**config.mk**
```make
export PLATFORM = sky130hd
export DESIGN_NAME = shift_latch_receiver
export DESIGN_NICKNAME = d
export VERILOG_FILES = /design/src/rtl/pmod_7led_pkg.sv /design/src/rtl/shift_latch_receiver_sync_edge.sv /design/src/rtl/shift_latch_receiver.sv
export SDC_FILE = /design/constraint.sdc
export NUM_CORES = 1
export LEC_CHECK = 0
export ABC_AREA = 1
export BUFFER_PORTS_ARGS = -buffer_cell sky130_fd_sc_hd__buf_2
export CAP_MARGIN = 25
export CORE_MARGIN = 4
export CORE_UTILIZATION = 55
export CTS_CLUSTER_SIZE = 12
export DETAILED_ROUTE_END_ITERATION = 10
export GPL_TIMING_DRIVEN = 0
export PLACE_DENSITY = 0.74
export SYNTH_ARGS = -nofsm -noshare
export SYNTH_HDL_FRONTEND = slang
export SYNTH_SLANG_ARGS = --single-unit
```
**constraint.sdc**
```tcl
create_clock -name clk -period 8.1 [get_ports clk]
set_input_delay 1.62 -clock clk [delete_from_list [all_inputs] [get_ports clk]]
set_output_delay 1.62 -clock clk [all_outputs]
set_load 0.05 [all_outputs]
```
**src/rtl/pmod_7led_pkg.sv**
```systemverilog
// Shared types and constants for the serial shift/latch receiver: row geometry,
// receive FSM states and row-select decode helpers.
package pmod_7led_pkg;

    localparam int ROWS          = 8;
    localparam int COLS          = 8;
    localparam int WIDTH_DEFAULT = 16;

    typedef enum logic [1:0] {
        ST_IDLE     = 2'd0,
        ST_SHIFTING = 2'd1,
        ST_OVERRUN  = 2'd2
    } rx_state_e;

    function automatic logic row_onehot(input logic [ROWS-1:0] r);
        return $onehot(r);
    endfunction

    // Index of the single set bit; 0 whenever the field is not one-hot.
    function automatic logic [2:0] row_index(input logic [ROWS-1:0] r);
        logic [2:0] idx;
        idx = '0;
        if ($onehot(r)) begin
            for (int i = 0; i < ROWS; i++) begin
                if (r[i]) idx = 3'(i);
            end
        end
        return idx;
    endfunction

endpackage

```
**src/rtl/shift_latch_receiver_sync_edge.sv**
```systemverilog
// Multi-flop synchronizer for one asynchronous input; optionally reports a
// single-cycle pulse on each synchronized 0->1 transition instead of the level.
module sync_edge #(
    parameter int SYNC_STAGES = 2,
    parameter bit EDGE_DET    = 1'b1
) (
    input  logic clk,
    input  logic rst_n,
    input  logic d_i,
    output logic q_o
);

    logic [SYNC_STAGES-1:0] sync_q;

    always_ff @(posedge clk or negedge rst_n) begin
        if (!rst_n) begin
            sync_q <= '0;
        end else begin
            sync_q <= {sync_q[SYNC_STAGES-2:0], d_i};
        end
    end

    generate
        if (EDGE_DET) begin : g_edge
            logic                 prev_q;
            logic [SYNC_STAGES:0] armed_q;

            // A line already high at reset release ripples through the
            // zeroed chain as a 0->1 step; armed_q hides that first step.
            always_ff @(posedge clk or negedge rst_n) begin
                if (!rst_n) begin
                    prev_q  <= 1'b0;
                    armed_q <= '0;
                end else begin
                    prev_q  <= sync_q[SYNC_STAGES-1];
                    armed_q <= {armed_q[SYNC_STAGES-1:0], 1'b1};
                end
            end

            assign q_o = sync_q[SYNC_STAGES-1] & ~prev_q & armed_q[SYNC_STAGES];
        end else begin : g_level
            assign q_o = sync_q[SYNC_STAGES-1];
        end
    endgenerate

endmodule

```
**src/rtl/shift_latch_receiver.sv**
```systemverilog
// 74HC595-style serial receiver sampled on the system clock: shift register,
// storage latch, row/column decode, per-row storage and frame completion.
module shift_latch_receiver
    import pmod_7led_pkg::*;
#(
    parameter int WIDTH       = WIDTH_DEFAULT,
    parameter int SYNC_STAGES = 2
) (
    input  logic             clk,
    input  logic             rst_n,
    input  logic             sclk_in,
    input  logic             rclk_in,
    input  logic             srclr_n_in,
    input  logic             serial_in,
    output logic [WIDTH-1:0] q,
    output logic             line_valid,
    output logic [2:0]       row_idx,
    output logic [COLS-1:0]  col_bits,
    output logic             row_err,
    output logic             len_err,
    output logic             frame_done,
    input  logic [2:0]       rd_row,
    output logic [COLS-1:0]  rd_data
);

    localparam int               CNT_W   = $clog2(WIDTH + 2);
    localparam logic [CNT_W-1:0] CNT_FULL = CNT_W'(WIDTH);
    localparam logic [CNT_W-1:0] CNT_ONE  = CNT_W'(1);
    localparam int               ROW_LSB  = COLS;
    localparam int               ROW_MSB  = COLS + ROWS - 1;

    logic sclk_rise;
    logic rclk_rise;
    logic srclr_sync;
    logic serial_sync;
    logic shift_en;

    sync_edge #(.SYNC_STAGES(SYNC_STAGES), .EDGE_DET(1'b1)) u_sclk_sync (
        .clk   (clk),
        .rst_n (rst_n),
        .d_i   (sclk_in),
        .q_o   (sclk_rise)
    );

    sync_edge #(.SYNC_STAGES(SYNC_STAGES), .EDGE_DET(1'b1)) u_rclk_sync (
        .clk   (clk),
        .rst_n (rst_n),
        .d_i   (rclk_in),
        .q_o   (rclk_rise)
    );

    sync_edge #(.SYNC_STAGES(SYNC_STAGES), .EDGE_DET(1'b0)) u_srclr_sync (
        .clk   (clk),
        .rst_n (rst_n),
        .d_i   (srclr_n_in),
        .q_o   (srclr_sync)
    );

    sync_edge #(.SYNC_STAGES(SYNC_STAGES), .EDGE_DET(1'b0)) u_serial_sync (
        .clk   (clk),
        .rst_n (rst_n),
        .d_i   (serial_in),
        .q_o   (serial_sync)
    );

    rx_state_e                   state_q, state_d;
    logic [WIDTH-1:0]            sr_q, sr_d;
    logic [WIDTH-1:0]            q_q, q_d;
    logic [CNT_W-1:0]            cnt_q, cnt_d;
    logic [ROWS-1:0][COLS-1:0]   rows_q, rows_d;
    logic [ROWS-1:0]             mask_q, mask_d;
    logic                        line_valid_q, line_valid_d;
    logic                        row_err_q, row_err_d;
    logic                        len_err_q, len_err_d;
    logic                        frame_done_q, frame_done_d;
    logic [ROWS-1:0]             sr_row;
    logic [2:0]                  latch_idx;

    assign shift_en  = sclk_rise & srclr_sync;
    assign sr_row    = sr_q[ROW_MSB:ROW_LSB];
    assign latch_idx = row_index(sr_row);

    always_comb begin
        state_d = state_q;
        if (!srclr_sync) begin
            state_d = ST_IDLE;
        end else if (rclk_rise) begin
            state_d = shift_en ? ST_SHIFTING : ST_IDLE;
        end else if (shift_en) begin
            case (state_q)
                ST_IDLE:     state_d = ST_SHIFTING;
                ST_SHIFTING: if (cnt_q == CNT_FULL) state_d = ST_OVERRUN;
                default:     state_d = ST_OVERRUN;
            endcase
        end
    end

    always_comb begin
        sr_d         = sr_q;
        q_d          = q_q;
        cnt_d        = cnt_q;
        rows_d       = rows_q;
        mask_d       = mask_q;
        line_valid_d = rclk_rise;
        row_err_d    = 1'b0;
        len_err_d    = 1'b0;
        frame_done_d = (mask_q == '1);

        if (frame_done_d) mask_d = '0;

        if (!srclr_sync) begin
            sr_d  = '0;
            cnt_d = '0;
        end else begin
            if (shift_en) sr_d = {serial_sync, sr_q[WIDTH-1:1]};
            if (rclk_rise) begin
                cnt_d = shift_en ? CNT_ONE : '0;
            end else if (shift_en && state_q != ST_OVERRUN) begin
                cnt_d = cnt_q + CNT_ONE;
            end
        end

        // The latch takes the pre-shift word, so tied clocks behave like a 595.
        if (rclk_rise) begin
            q_d       = sr_q;
            len_err_d = (cnt_q != CNT_FULL);
            if (row_onehot(sr_row)) begin
                rows_d[latch_idx] = sr_q[COLS-1:0];
                mask_d[latch_idx] = 1'b1;
            end else begin
                row_err_d = 1'b1;
            end
        end
    end

    always_ff @(posedge clk or negedge rst_n) begin
        if (!rst_n) begin
            state_q      <= ST_IDLE;
            sr_q         <= '0;
            q_q          <= '0;
            cnt_q        <= '0;
            rows_q       <= '0;
            mask_q       <= '0;
            line_valid_q <= 1'b0;
            row_err_q    <= 1'b0;
            len_err_q    <= 1'b0;
            frame_done_q <= 1'b0;
        end else begin
            state_q      <= state_d;
            sr_q         <= sr_d;
            q_q          <= q_d;
            cnt_q        <= cnt_d;
            rows_q       <= rows_d;
            mask_q       <= mask_d;
            line_valid_q <= line_valid_d;
            row_err_q    <= row_err_d;
            len_err_q    <= len_err_d;
            frame_done_q <= frame_done_d;
        end
    end

    assign q          = q_q;
    assign line_valid = line_valid_q;
    assign row_idx    = row_index(q_q[ROW_MSB:ROW_LSB]);
    assign col_bits   = q_q[COLS-1:0];
    assign row_err    = row_err_q;
    assign len_err    = len_err_q;
    assign frame_done = frame_done_q;
    assign rd_data    = rows_q[rd_row];

endmodule
```
# After elaboration in Yosys (flattened, before gate mapping)
# Index checks and enable logic that the tools add are counted.
totals:
  reg_bits: 131
  in_bits: 9
  output_inout_bits: 39
  elab_cells: 108
op_classes:
  add_sub_neg: 15
  order_cmp: 3
  eq_ne: 11
  muxes: 41
  bitwise: 8
  n_reduce_logical: 5
ops:
  columns: ["op", "count"]
  rows:
  - ["bitwise mux 64 bit", 1]
  - ["two-way mux 3 bit", 14]
  - ["two-way mux 8 bit", 5]
  - ["two-way mux 16 bit", 2]
  - ["binary-select mux 8 bit (select 3 bit)", 1]
  - ["demux 8 bit (select 3 bit)", 1]
  - ["adder 1 x 1 -> 2 bit", 8]
  - ["two-way mux 5 bit", 3]
  - ["adder 2 x 2 -> 3 bit", 4]
  - ["adder 3 x 3 -> 4 bit", 2]
  - ["== test 4 x 1 -> 1 bit, second input constant", 2]
  - ["== test 8 bit, second input constant", 1]
  - ["< comparator 3 x 4 -> 1 bit, second input constant", 2]
  - ["two-way mux 1 bit", 8]
  - ["two-way mux 2 bit", 4]
  - ["OR 8 bit", 1]
  - ["inequality test 3 bit, second input constant", 2]
  - ["adder 5 x 1 -> 5 bit, second input constant", 1]
  - ["AND 1 bit", 5]
  - ["== test 5 bit, second input constant", 1]
  - ["inequality test 5 bit, second input constant", 1]
  - ["inequality test 2 bit, second input constant", 2]
  - ["inequality test 4 bit, second input constant", 1]
  - ["one-hot mux 2 bit (2 select lines)", 1]
  - ["other kinds (7)", 10]

# Logic depth before layout (Yosys ltp)
depth:
  word_depth: 15
  depth_mapped: 18
  depth_no_buf: 17

# Modules after synthesis
# From an unflattened synthesis, not the netlist that was laid out.
hier_totals:
  cells_unflattened: 707
  hier_area_um2: 6252.2
by_module_without_submodules:
  columns: ["module", "instances", "cells_each", "area_each_um2", "seq_area_each_um2"]
  rows:
  - ["shift_latch_receiver", 1, 685, 5824.3, 2877.8]
  - ["sync_edge (u_rclk_sync ...)", 2, 9, 163.9, 150.1]
  - ["sync_edge (u_serial_sync ...)", 2, 2, 50.0, 50.0]

# Worst setup path after synthesis
# OpenSTA, ideal clock, no wires.
synth_timing:
  path_type: "flip-flop to output port"
  from: "register q_q[8], in the netlist q[8]"
  to: "output port row_idx[1]"
  arrival_ns: 3.810
  required_ns: 6.480
  path_slack_ns: 2.670
  path_stages_with_launch: 11
  n_path_buf: 0
  cell_sequence: "dfrtp_1 > fa_1 > inv_1 > fa_1 > fa_1 > inv_1 > ha_1 > fa_1 > o21ai_0 > nand3b_1 > a31oi_1"
synth_between:
  elab_chain_cells: 5
synth_lines:
  columns: ["element", "line", "source"]
  rows:
  - ["start, declared", "shift_latch_receiver.sv:68", "logic [WIDTH-1:0] q_q, q_d;"]
  - ["start signal, assigned", "shift_latch_receiver.sv:151", "q_q <= q_d;"]
  - ["adder 1 x 1 -> 2 bit (not written as such)", "pmod_7led_pkg.sv:23", "if ($onehot(r)) begin"]
  - ["adder 2 x 2 -> 3 bit (not written as such)", "pmod_7led_pkg.sv:23", null]
  - ["adder 3 x 3 -> 4 bit (not written as such)", "pmod_7led_pkg.sv:23", null]
  - ["== test 4 x 1 -> 1 bit", "pmod_7led_pkg.sv:23", null]
  - ["two-way mux 3 bit", "pmod_7led_pkg.sv:23", null]
  - ["end, declared", "shift_latch_receiver.sv:17", "output logic [2:0] row_idx,"]
# No other way between the ends.

# Final worst setup path
# Ends and elaborated chain as after synthesis.

==> flow_metrics.py <==
metrics = {
    "run_status": {
        "status": "finished clean",
    },
    "global_routing": {
        "global_route_wire_length_before_repair_mm": 25.3,
        "track_usage_pct": 24.9,
        "total_congestion_overflow": 0,
        "number_of_global_route_vias_before_repair": 5128,
        "antenna_found_initial": 0,
        "pin_count_of_the_biggest_net_entering_global_routing": 70,
    },
    "clocking": {
        "cts_root_buffer": "clkbuf_16",
        "clk-insertion-delay-late_ns": 0.42,
        "cts_resized": 0,
        "number_of_setup_buffers_added_after_cts": 0,
        "clock_tree.htree_level_count": 4,
        "num_clock_sinks": 128,
        "cts_buffers": 17,
        "clock_input_transition_at_the_sequential_cells_of_the_worst_setup_and_hold_paths_ns": 0.05,
        "cts_tree": "yes",
        "cts_max_path_buffers": 2,
        "post_cts_hold_buffers": 0,
    },
    "yosys": {
        "yosys.cell_types.count": 30,
        "post_synth_instance_area_um2": 6200,
        "synth.net_count": 732,
        "synth_seq_cells": 128,
        "synthCells": 707,
        "synth_top_area_share_pct": 51.7,
        "ranking_of_synthesized_cells_by_area": "dfrtp_1 52%, nand2_1 13%, o21ai_0 4.7%",
        "synth_seq_area_share_pct": 51.7,
        "synth_warnings": 0,
        "postSynth.asyncResetShare_pct": 100,
        "synth_commonest_cells": "215 x nand2_1, 128 x dfrtp_1, 58 x o21ai_0",
        "synth_edf_count": 0,
        "post_synthesis_cell_type_with_the_largest_combined_area": "dfrtp_1",
        "library_cell_with_the_highest_instance_count_after_synthesis": "nand2_1",
        "synth_flop_cell": "dfrtp_1",
        "post_synth.cell_area_avg_um2": 8.76,
    },
    "sta": {
        "finalCritPeriodShare_pct": 66.7,
        "final_max_slew_viol_count": 0,
        "timing.clock.skew_ns": 0.00660,
        "grt_setup_unrepaired": "no",
        "maxSlewHeadroom_pct": 59.5,
        "min_tclk_post_route_ns": 5.40,
        "maximum_clock_frequency_mhz": 185,
        "setup_viol": 0,
        "finalSetupTns_ns": 0,
        "max_slew.worst_pin.slew_ns": 0.608,
        "hold_viol": 0,
    },
    "placement": {
        "place.gp.congestion": 0.880,
        "placement.io_buffers": 47,
        "placement_stage_cell_area_um2": 6640,
        "detailed_place_hpwl_mm": 10.5,
    },
    "power": {
        "peakVddDrop_uv": 165,
        "power_frac_comb_pct": 6.0,
        "clock_power_share_pct": 50.9,
        "total_leakage_power_nw": 3.78,
        "cellPowerDensity_nw_per_um2": 209,
        "power_frac_seq_pct": 43.1,
        "switching_share_pct": 22.1,
        "power.internal_mw": 1.18,
        "power.net_switching_uw": 335,
    },
    "hold_path": {
        "min_path_type": "flop to flop",
    },
    "drt": {
        "dr_total_vias": 5226,
        "via_per_inst": 5.65,
        "drc_errors": 0,
        "drt.antenna.violating_nets": 0,
        "first_pass_iters": 5,
        "wire_per_inst_um": 16.3,
        "drt-initial-drc-count": 369,
        "postRouteWirelength_mm": 15.1,
    },
    "floorplanning": {
        "start_util_pct": 56.7,
        "ios": 48,
        "floorplan.die.width_um": 114,
        "design.core.area_um2": 10900,
        "placement_rows": 38,
        "die-area_um2": 13000,
        "die_h_um": 114,
    },
    "critical_path": {
        "timing.critical_path.from_type": "flop",
        "timing.critical_path.to_type": "output pin",
        "timing.critical_path.arrival_ns": 3.78,
        "path_class": "flop to output pin",
        "critical_path.max_stage_delay_ns": 0.54,
        "timing.critical_path.fanout_max": 3,
        "crit_path_frequent_cell": "fa_1",
        "critical_path_slowest_stage_cell": "fa_1",
        "cp_data_required_time_ns": 6.48,
        "reg2reg_setup_slack_ns": 4.23,
        "timing.critical_path.cells": "fa_1 > inv_1 > fa_1 > fa_1 > inv_1 > ha_1 > fa_1 > o21ai_0 > nand3b_1 > a31oi_1 > buf_2",
    },
    "final_layout": {
        "final_core_utilization_pct": 66.2,
        "layout-drive-gt1-share_pct": 17.2,
        "post-route-cell-area_um2": 7240,
        "diodes": 0,
        "final_net_count": 799,
        "layout-area-overhead-vs-synth_pct": 16.8,
    },
    "run": {
        "maxCapViolCount": 0,
    },
}
[cells by family after synthesis]
group | Yosys count | synth area share, %
AND/OR/NAND/NOR | 360 | 27.3
flip-flops | 128 | 51.7
AO/OA/AOI/OAI | 103 | 9.15
buffers and inverters | 99 | 7.63
adder cells (fa/ha/maj) | 16 | 4.20
other | 1 | 0.0605
[stage by stage]
step	instances	total power, mW	hold slack, ns	setup WS, ns
final	925	1.51	0.345	2.70
after CTS	925	1.52	0.348	2.67
after detailed placement	895	0.754	0.336	3.14
after global placement	894	0.748	0.331	3.23
after floorplan	707	0.717	0.331	2.67
after global routing	925	1.56	0.349	2.47
[power by group through the flow]
stage          logic [mW]  clock network (mW)  registers [mW]
2_1_floorplan      0.0514                   0           0.665
3_3_place_gp       0.0860                   0           0.662
3_5_place_dp       0.0907                   0           0.663
4_1_cts            0.0912               0.779           0.652
5_1_grt            0.0998               0.810           0.653
6_report           0.0908               0.771           0.652
[sequential cells by signal (all words and copies together), names as in the netlist, 2 cells and up]
register	flops
u_sclk_sync.sync_q	2
state_q	2
mask_q	8
sr_q	16
q	16
u_serial_sync.sync_q	2
u_rclk_sync.sync_q	2
rows_q	64
u_srclr_sync.sync_q	2
u_rclk_sync.g_edge.armed_q	3
cnt_q	5
[layout make-up]
| cell class | instances | area (um2) |
|---|---|---|
| buffer | 43 | 263 |
| clock buffer | 24 | 492 |
| clock inverter | 6 | 105 |
| fill | 912 | 3700 |
| inverter | 56 | 210 |
| multi-input combinational | 480 | 2520 |
| sequential | 128 | 3200 |
| tap | 140 | 175 |
| timing repair buffer | 48 | 269 |
[critical path: cells and delay by family (launching register included)]
| kind | cells | cell delay (ns) |
|---|---|---|
| DFF | 1 | 0.41 |
| adders and majority gates | 5 | 2.07 |
| buffers and inverters | 3 | 0.38 |
| and+or+nand+nor | 1 | 0.16 |
| AOI/OAI and AO/OA | 2 | 0.34 |
[cells in the final DEF, fill, tap and decap left out]
cell / count
clkbuf_1: 16
nor3_1: 4
nand3_4: 8
buf_4: 8
clkinv_2: 3
nor2_2: 1
nand3_2: 2
a21oi_2: 2
buf_6: 8
o22ai_1: 15
nor2_8: 1
inv_2: 6
clkbuf_16: 17
clkbuf_8: 4
o21ai_0: 58
a31oi_1: 11
nand2_1: 215
ha_1: 8
buf_16: 1
nand3b_1: 1
nand2_2: 2
o21ai_4: 1
nand2_4: 3
fa_1: 8
buf_2: 61
nor2_1: 49
nor2_4: 4
o21ai_1: 1
a21oi_1: 15
nand4_1: 34
bufinv_16: 3
dfrtp_1: 128
nand3_1: 36
conb_1: 1
inv_1: 50
[routing by layer]
layer / up-vias / global-route usage, % / wire (um)
li1: 2445 / - / -
met2: 211 / 39.1 / 7150
met5: - / 0 / 0
met1: 2507 / 32.3 / 6160
met4: 0 / 13.2 / 667
met3: 63 / 5.76 / 1110
[path summary, 6_finish.rpt]
path / from / endpoint / cells after the start
min in group asynchronous: rst_n / sr_q[7]$_DFFE_PN0P_ / 1
max in group asynchronous: rst_n / u_rclk_sync.sync_q[0]$_DFF_PN0_ / 2
hold reg to reg: u_sclk_sync.sync_q[0]$_DFF_PN0_ / u_sclk_sync.sync_q[1]$_DFF_PN0_ / 0
setup reg to reg: sr_q[9]$_DFFE_PN0P_ / rows_q[35]$_DFFE_PN0P_ / 18
hold / removal: u_sclk_sync.sync_q[0]$_DFF_PN0_ / u_sclk_sync.sync_q[1]$_DFF_PN0_ / 0
setup / recovery: q[8]$_DFFE_PN0P_ / row_idx[1] / 11
(Power assumes the default switching activity.)
